[src/rtl/cpu_control_if.sv]
// Fetch and ALU-select bus between the cpu_control sequencer (master)
// and the instruction memory / ALU side (slave).
interface cpu_control_if #(
  parameter int PC_W = 4
);
  logic [PC_W-1:0] imem_addr;
  logic            imem_req;
  logic            imem_ack;
  logic [7:0]      imem_data;
  logic [2:0]      alu_sel;
  logic            alu_zero;
  logic            alu_carry;

  modport master (
    output imem_addr, imem_req, alu_sel,
    input  imem_ack, imem_data, alu_zero, alu_carry
  );

  modport slave (
    input  imem_addr, imem_req, alu_sel,
    output imem_ack, imem_data, alu_zero, alu_carry
  );
endinterface

[src/rtl/cpu_control.sv]
// Fetch/decode/execute sequencer for the 4-bit mini CPU.
// Optional single-step PAUSE state is enabled by defining CTRL_SINGLE_STEP_EN.
module cpu_control #(
  parameter int         PC_W    = 4,
  parameter logic [3:0] HALT_OP = 4'hF
) (
  input  logic            clk,
  input  logic            rst,
`ifdef CTRL_SINGLE_STEP_EN
  input  logic            step,
`endif
  cpu_control_if.master   bus,
  output logic            r0_we,
  output logic            r1_we,
  output logic [1:0]      wb_sel,
  output logic [3:0]      imm,
  output logic [PC_W-1:0] pc,
  output logic            flag_z,
  output logic            flag_c,
  output logic            halted
);

  typedef enum logic [2:0] {
    IDLE,
    FETCH,
    DECODE,
    EXEC,
    HALT
`ifdef CTRL_SINGLE_STEP_EN
    , PAUSE
`endif
  } state_t;

  state_t          state_q, state_d;
  logic [PC_W-1:0] pc_q, pc_d;
  logic [7:0]      ir_q, ir_d;
  logic            flag_z_q, flag_z_d;
  logic            flag_c_q, flag_c_d;
  logic [3:0]      opcode;
  logic [2:0]      alu_code;
  logic [PC_W-1:0] jump_target;

  assign opcode      = ir_q[7:4];
  assign jump_target = PC_W'(ir_q[3:0]);

  assign imm           = ir_q[3:0];
  assign pc            = pc_q;
  assign flag_z        = flag_z_q;
  assign flag_c        = flag_c_q;
  assign bus.imem_addr = pc_q;

  always_ff @(posedge clk) begin
    if (rst) begin
      state_q  <= IDLE;
      pc_q     <= '0;
      ir_q     <= 8'h00;
      flag_z_q <= 1'b0;
      flag_c_q <= 1'b0;
    end else begin
      state_q  <= state_d;
      pc_q     <= pc_d;
      ir_q     <= ir_d;
      flag_z_q <= flag_z_d;
      flag_c_q <= flag_c_d;
    end
  end

  // ALU select for the five arithmetic/logic opcodes; 3'b111 means "no ALU op".
  always_comb begin
    alu_code = 3'b111;
    case (opcode)
      4'h0:    alu_code = 3'b000;
      4'h1:    alu_code = 3'b001;
      4'h2:    alu_code = 3'b010;
      4'h3:    alu_code = 3'b011;
      4'h4:    alu_code = 3'b100;
      default: alu_code = 3'b111;
    endcase
  end

  always_comb begin
    state_d      = state_q;
    pc_d         = pc_q;
    ir_d         = ir_q;
    flag_z_d     = flag_z_q;
    flag_c_d     = flag_c_q;
    bus.imem_req = 1'b0;
    bus.alu_sel  = 3'b111;
    r0_we        = 1'b0;
    r1_we        = 1'b0;
    wb_sel       = 2'b00;
    halted       = 1'b0;

    case (state_q)
      IDLE: state_d = FETCH;

      FETCH: begin
        bus.imem_req = 1'b1;
        if (bus.imem_ack) begin
          ir_d    = bus.imem_data;
          pc_d    = pc_q + PC_W'(1);
          state_d = DECODE;
        end
      end

      DECODE: begin
        bus.alu_sel = alu_code;
        state_d     = EXEC;
      end

      // Jumps test the flags registered before this edge, not the live ALU outputs.
      EXEC: begin
        bus.alu_sel = alu_code;
`ifdef CTRL_SINGLE_STEP_EN
        state_d     = PAUSE;
`else
        state_d     = FETCH;
`endif
        if (opcode == HALT_OP) begin
          state_d = HALT;
        end else begin
          case (opcode)
            4'h0, 4'h1, 4'h2, 4'h3, 4'h4: begin
              r0_we    = 1'b1;
              wb_sel   = 2'b00;
              flag_z_d = bus.alu_zero;
              flag_c_d = bus.alu_carry;
            end
            4'h5: begin
              r0_we  = 1'b1;
              wb_sel = 2'b01;
            end
            4'h6: begin
              r1_we  = 1'b1;
              wb_sel = 2'b01;
            end
            4'h7: begin
              r1_we  = 1'b1;
              wb_sel = 2'b10;
            end
            4'h8: pc_d = jump_target;
            4'h9: if (flag_z_q) pc_d = jump_target;
            4'hA: if (flag_c_q) pc_d = jump_target;
            default: ;
          endcase
        end
      end

      HALT: halted = 1'b1;

`ifdef CTRL_SINGLE_STEP_EN
      PAUSE: if (step) state_d = FETCH;
`endif

      default: state_d = IDLE;
    endcase
  end

endmodule

[src/flat_wrapper.sv]
// flat-port wrapper written by rule: the top's interface ports become plain ports
module cpu_control_flat 
#(
  parameter int         PC_W    = 4,
  parameter logic [3:0] HALT_OP = 4'hF
)
  (clk, rst, r0_we, r1_we, wb_sel, imm, pc, flag_z, flag_c, halted, bus_imem_addr, bus_imem_req, bus_alu_sel, bus_imem_ack, bus_imem_data, bus_alu_zero, bus_alu_carry);
  cpu_control_if #(.PC_W(PC_W)) bus_i ();
  input  logic clk;
  input  logic rst;
  output logic r0_we;
  output logic r1_we;
  output logic [1:0] wb_sel;
  output logic [3:0] imm;
  output logic [PC_W-1:0] pc;
  output logic flag_z;
  output logic flag_c;
  output logic halted;
  output wire logic [$bits(bus_i.imem_addr)-1:0] bus_imem_addr;
  output wire logic [$bits(bus_i.imem_req)-1:0] bus_imem_req;
  output wire logic [$bits(bus_i.alu_sel)-1:0] bus_alu_sel;
  input wire logic [$bits(bus_i.imem_ack)-1:0] bus_imem_ack;
  input wire logic [$bits(bus_i.imem_data)-1:0] bus_imem_data;
  input wire logic [$bits(bus_i.alu_zero)-1:0] bus_alu_zero;
  input wire logic [$bits(bus_i.alu_carry)-1:0] bus_alu_carry;
  assign bus_imem_addr = bus_i.imem_addr;
  assign bus_imem_req = bus_i.imem_req;
  assign bus_alu_sel = bus_i.alu_sel;
  assign bus_i.imem_ack = bus_imem_ack;
  assign bus_i.imem_data = bus_imem_data;
  assign bus_i.alu_zero = bus_alu_zero;
  assign bus_i.alu_carry = bus_alu_carry;
  cpu_control #(.PC_W(PC_W), .HALT_OP(HALT_OP)) u_core (.clk(clk), .rst(rst), .bus(bus_i), .r0_we(r0_we), .r1_we(r1_we), .wb_sel(wb_sel), .imm(imm), .pc(pc), .flag_z(flag_z), .flag_c(flag_c), .halted(halted));
endmodule
[config.mk]
export PLATFORM = sky130hd
export DESIGN_NAME = cpu_control_flat
export DESIGN_NICKNAME = d
export VERILOG_FILES = /design/src/rtl/cpu_control_if.sv /design/src/rtl/cpu_control.sv /design/src/flat_wrapper.sv
export SDC_FILE = /design/constraint.sdc
export NUM_CORES = 1
export LEC_CHECK = 0
export BUFFER_PORTS_ARGS = -buffer_cell sky130_fd_sc_hd__buf_2
export CAP_MARGIN = 20
export CORE_MARGIN = 10
export CORE_UTILIZATION = 30
export CTS_CLUSTER_DIAMETER = 30
export CTS_CLUSTER_SIZE = 40
export DETAILED_ROUTE_END_ITERATION = 16
export MAX_ROUTING_LAYER = met4
export SLEW_MARGIN = 5
export SYNTH_ARGS = -nofsm -noshare
export SYNTH_HDL_FRONTEND = slang
export SYNTH_SLANG_ARGS = --single-unit
[constraint.sdc]
create_clock -name clk -period 2.7 [get_ports clk]
set_clock_uncertainty 0.15 [all_clocks]
set_input_delay 0.27 -clock clk [delete_from_list [all_inputs] [get_ports clk]]
set_output_delay 0.27 -clock clk [all_outputs]
set_load 0.02 [all_outputs]
Yosys cells after proc, flatten, opt, wreduce, memory -nomap -nowiden
Index checks and enable logic that the tools add are counted.
Widths: inputs -> output; s select.

operators by class
  $add $sub $neg = 1
  reduce and logical (&&, ||, !) cells = 12
  bitwise operators = 2
  eq/ne operators = 20
  multiplexer cells = 22

operators by type and width
  kind                 number
  $pmux 3 s5           2
  $eq 4x3->1 const B   4
  $eq 4x4->1 const B   4
  $mux 4               4
  $pmux 4 s3           1
  $mux 3               3
  $eq 4x2->1 const B   2
  $mux 1               8
  $pmux 4 s2           1
  $eq 3x2->1 const B   2
  $ne 3x2->1 const B   2
  $reduce_and 6->1     1
  $reduce_or 2->1      3
  $reduce_or 6->1      1
  $reduce_or 5->1      1
  $add 4x1->4 const B  1
  $eq 4x1->1 const B   1
  $logic_not 4->1      1
  $mux 2               2
  $ne 2x2->1 const B   2
  $ne 4x3->1 const B   1
  $pmux 2 s2           1
  $reduce_and 2->1     2
  $eq 3x1->1 const B   1
  5 further kinds      6

storage, ports and cells
  register bits = 17
  input bits = 13

Depth between registers and ports, before layout
  depth after elaboration = 5
  depth in mapped cells = 6

Worst setup path after synthesis
OpenSTA, ideal clock, no wires.

  path type = register -> output
  from = register u_core.state_q[2]
  to = output port r0_we
  path slack = 1.175 ns
  cell stages (with the launch flop) = 4
  data required time = 2.280 ns
  arrival time = 1.105 ns
  cell sequence = dfxtp_1 -> buf_2 -> and4bb_1 -> nor2b_1

on the way
  cells in the longest elaborated chain, start to end = 2

ends and longest elaborated chain
  element                 line                text
  from (decl)             cpu_control.sv:34   state_t state_q, state_d;
  from (signal assigned)  cpu_control.sv:60   state_q <= state_d;
  $eq 3x2->1              cpu_control.sv:94   case (state_q)
  $mux 1                  cpu_control.sv:94
  to (decl)               flat_wrapper.sv:11  output logic r0_we;

No other way between the ends.

Final worst setup path
  from = register u_core.state_q[0]
  to = output port wb_sel[1]

on the way
  cells in the longest elaborated chain, start to end = 2

ends and longest elaborated chain
  element     line                text
  $eq 3x2->1  cpu_control.sv:94
  $mux 2      cpu_control.sv:94
  to (decl)   flat_wrapper.sv:13  output logic [1:0] wb_sel;

No other way between the ends.

==> run_results.csv <==
group,metric,value,unit
outcome,status,"finished, final reports clean",
timing,worstMarginPinSlew,529,ps
run,cap_violations,0,
critical_path,critical_path.max_stage_delay,500,ps
yosys,synthesis.area,998,um^2
timing,tns,0,ps
yosys,async_flop_share,0,
die,initial_utilization,0.319,
finish,final_area,1130,um^2
clocking,postCtsHoldBufs,0,
yosys,synth_top_family_by_area,"simple AND/OR/NAND/NOR gates",
critical_path,slowest_stage,"dfxtp_1",
critical_path,critPathKind,"reg2out",
yosys,synth.net_count,134,
placement,place_ws,900,ps
yosys,synth_cell_types,42,
yosys,muxShareOfSynthArea,0.0100,
die,row_count,20,
yosys,syn_avg_cell_area,8.32,um^2
finish,final_core_util,0.363,
timing,finalHoldViolations,0,
clocking,cts.sink_count,17,
drt,wl_per_cell,13.8,um
placement,portBuffers,35,
drt,ant_nets,0,
power,power_switching,0.162,mW
grt,grt_overflow,0,
critical_path,startpoint_type,"register",
critical_path,worstPathRequired,2280,ps
placement,dpl_cell_area,1110,um^2
placement,dpl.cell_count,182,
grt,grt_usage,0.0911,
finish,diodes,0,
timing,fin_crit,1970,ps
drt,vias,921,
power,p_comb_frac,0.183,
drt,drc,0,
yosys,ys_seq_area_frac,0.341,
clocking,cts_tree,"done",
clocking,root_buffer,"clkbuf_4",
yosys,netlist_instances,120,
yosys,synth-compound-area-share,0.214,
drt,vias_per_cell,4.95,
yosys,synth-adder-area-share,0.0125,
finish,areaGrowthSynthToFinish,13.7,%
power,intPower,0.356,mW
grt,grt_max_degree,18,
clocking,clk_latency,300,ps
power,p_total,0.518,mW
drt,routed_wl,2580,um
timing,slew_headroom,0.645,
critical_path,arrival,1550,ps
critical_path,crit_fanout,9,
critical_path,endpoint_kind,"output port",
die,die_h,77.7,um
finish,fin_cells,186,
die,coreArea,3130,um^2
worst_hold_path,hp-class,"in2reg",
timing,setup_slack,730,ps
clocking,cts_setup_buffers,0,
die,ios,36,
die,die_area,6040,um^2
grt,grt_pass1_vias,925,
grt,antenna_found_initial,0,
clocking,cts_made_buffers,3,
timing,setup_viol,0,
placement,hpwlAfterDp,2020,um
timing,max_freq,508,MHz
timing,whs,40.2,ps
timing,rsz0062_at_grt,"false",
yosys,ys.flop_type,"dfxtp_1",
yosys,ys_ff_latch,17,
yosys,yosys.area_share.simple,0.288,
power,p_clk_frac,0.275,
clocking,clock_path_buffers,2,
die,chipWidth,77.7,um
power,power_frac_seq,0.542,
yosys,yosysWarnings,0,
clocking,clk_pin_slew,120,ps
finish,layout-drive-gt1-share,0.303,
yosys,synth-xor-area-share,0.00877,
yosys,synth-edff-count,0,
power,swShare,0.313,
drt,dr.pass1.iters,4,
placement,place.gp.congestion,0.768,
clocking,htreeDepth,1,
timing,post-route-period-util,0.730,
clocking,cts_resized,0,
finish,nNetsFinal,157,
power,powerDensity,456,nW/um^2
drt,drt_iter0_drc,51,
critical_path,path_cells,"and4bb_1 -> and3_1 -> buf_2",
timing,slew_viol_final,0,
power,power.leakage,0.489,nW
power,vdd_drop_max,0.000247,V
grt,grt_pass1_wl,4510,um
cells by family after synthesis:
family / after synthesis
AOI/OAI and AO/OA: 30
xor gates and xnor gates: 1
adders and majority gates: 1
DFF: 17
and+or+nand+nor: 52
buffers and inverters: 18
muxes: 1
cell usage in the layout, fill, tap and decap left out, drive strengths merged, types with 2 or more instances in the layout:
cell and instances:
nor2b 4, nand2 21, a21oi 12, o31ai 2, and3 2, clkbuf 3
a31oi 2, nand2b 2, dfxtp 17, and2 2, nor3 2, nand3 5
o21ai 2, buf 35, and4bb 2, nor3b 3, nor2 5
cell type report:
| cell class | instances | area, um^2 |
|---|---|---|
| Fill cell | 344 | 1990 |
| Multi-Input combinational cell | 85 | 533 |
| Sequential cell | 17 | 340 |
| Timing Repair Buffer | 35 | 175 |
| Tap cell | 44 | 55.1 |
| Clock buffer | 3 | 22.5 |
| Clock inverter | 1 | 5.00 |
| Inverter | 1 | 3.75 |
registers in the layout, indices dropped and copies added (netlist names):
signal,cells
u_core.bus.imem_addr,4
u_core.flag_c,1
u_core.flag_z,1
u_core.ir_q,8
u_core.state_q,3
critical path: cells and delay by family, from the launching register on:
family,cells,cell delay [ps]
buffers and inverters,1,160
flip-flops,1,500
AND/OR/NAND/NOR,2,580
power by group through the flow:
stage / sequential [mW] / combinational (mW) / clock (mW)
after floorplan: 0.281 / 0.0806 / 0
final: 0.281 / 0.0949 / 0.142
after global routing: 0.284 / 0.105 / 0.158
after detailed placement: 0.286 / 0.0959 / 0
after global placement: 0.285 / 0.0948 / 0
after CTS: 0.281 / 0.0963 / 0.145
cell usage after synthesis, types with 2 or more instances:
cell type  instances  share of area
a21oi_1           12          0.060
a31oi_1            2          0.013
and2_1             2          0.013
and3_1             2          0.013
buf_2              4          0.020
buf_4              8          0.060
buf_6              3          0.034
clkbuf_1           2         0.0075
dfxtp_1           17           0.34
nand2_1           21          0.079
nand2b_1           2          0.013
nand3_1            5          0.025
nor2_1             5          0.019
nor2b_1            3          0.019
nor3_1             2          0.010
nor3b_1            3          0.023
o31ai_1            2          0.015
worst paths after layout:
path	from	endpoint	slack, ps	cells past startpoint
setup reg to reg	u_core.state_q[0]	u_core.bus.imem_addr[3]	890	4
setup / recovery	u_core.state_q[0]	wb_sel[1]	730	3
hold reg to reg	u_core.ir_q[2]	u_core.ir_q[2]	330	2
hold / removal	bus_imem_data[1]	u_core.ir_q[1]	40	3
routing by layer:
| metal | track usage | vias up | part of all wire |
|---|---|---|---|
| met5 | - | - | 0 |
| met4 | 0.0365 | 0 | 0.014 |
| met3 | 0.0357 | 2 | 0.075 |
| met2 | 0.140 | 29 | 0.48 |
| met1 | 0.104 | 424 | 0.43 |
| li1 | - | 466 | - |
No activity file was read; power rests on OpenSTA's default activity.
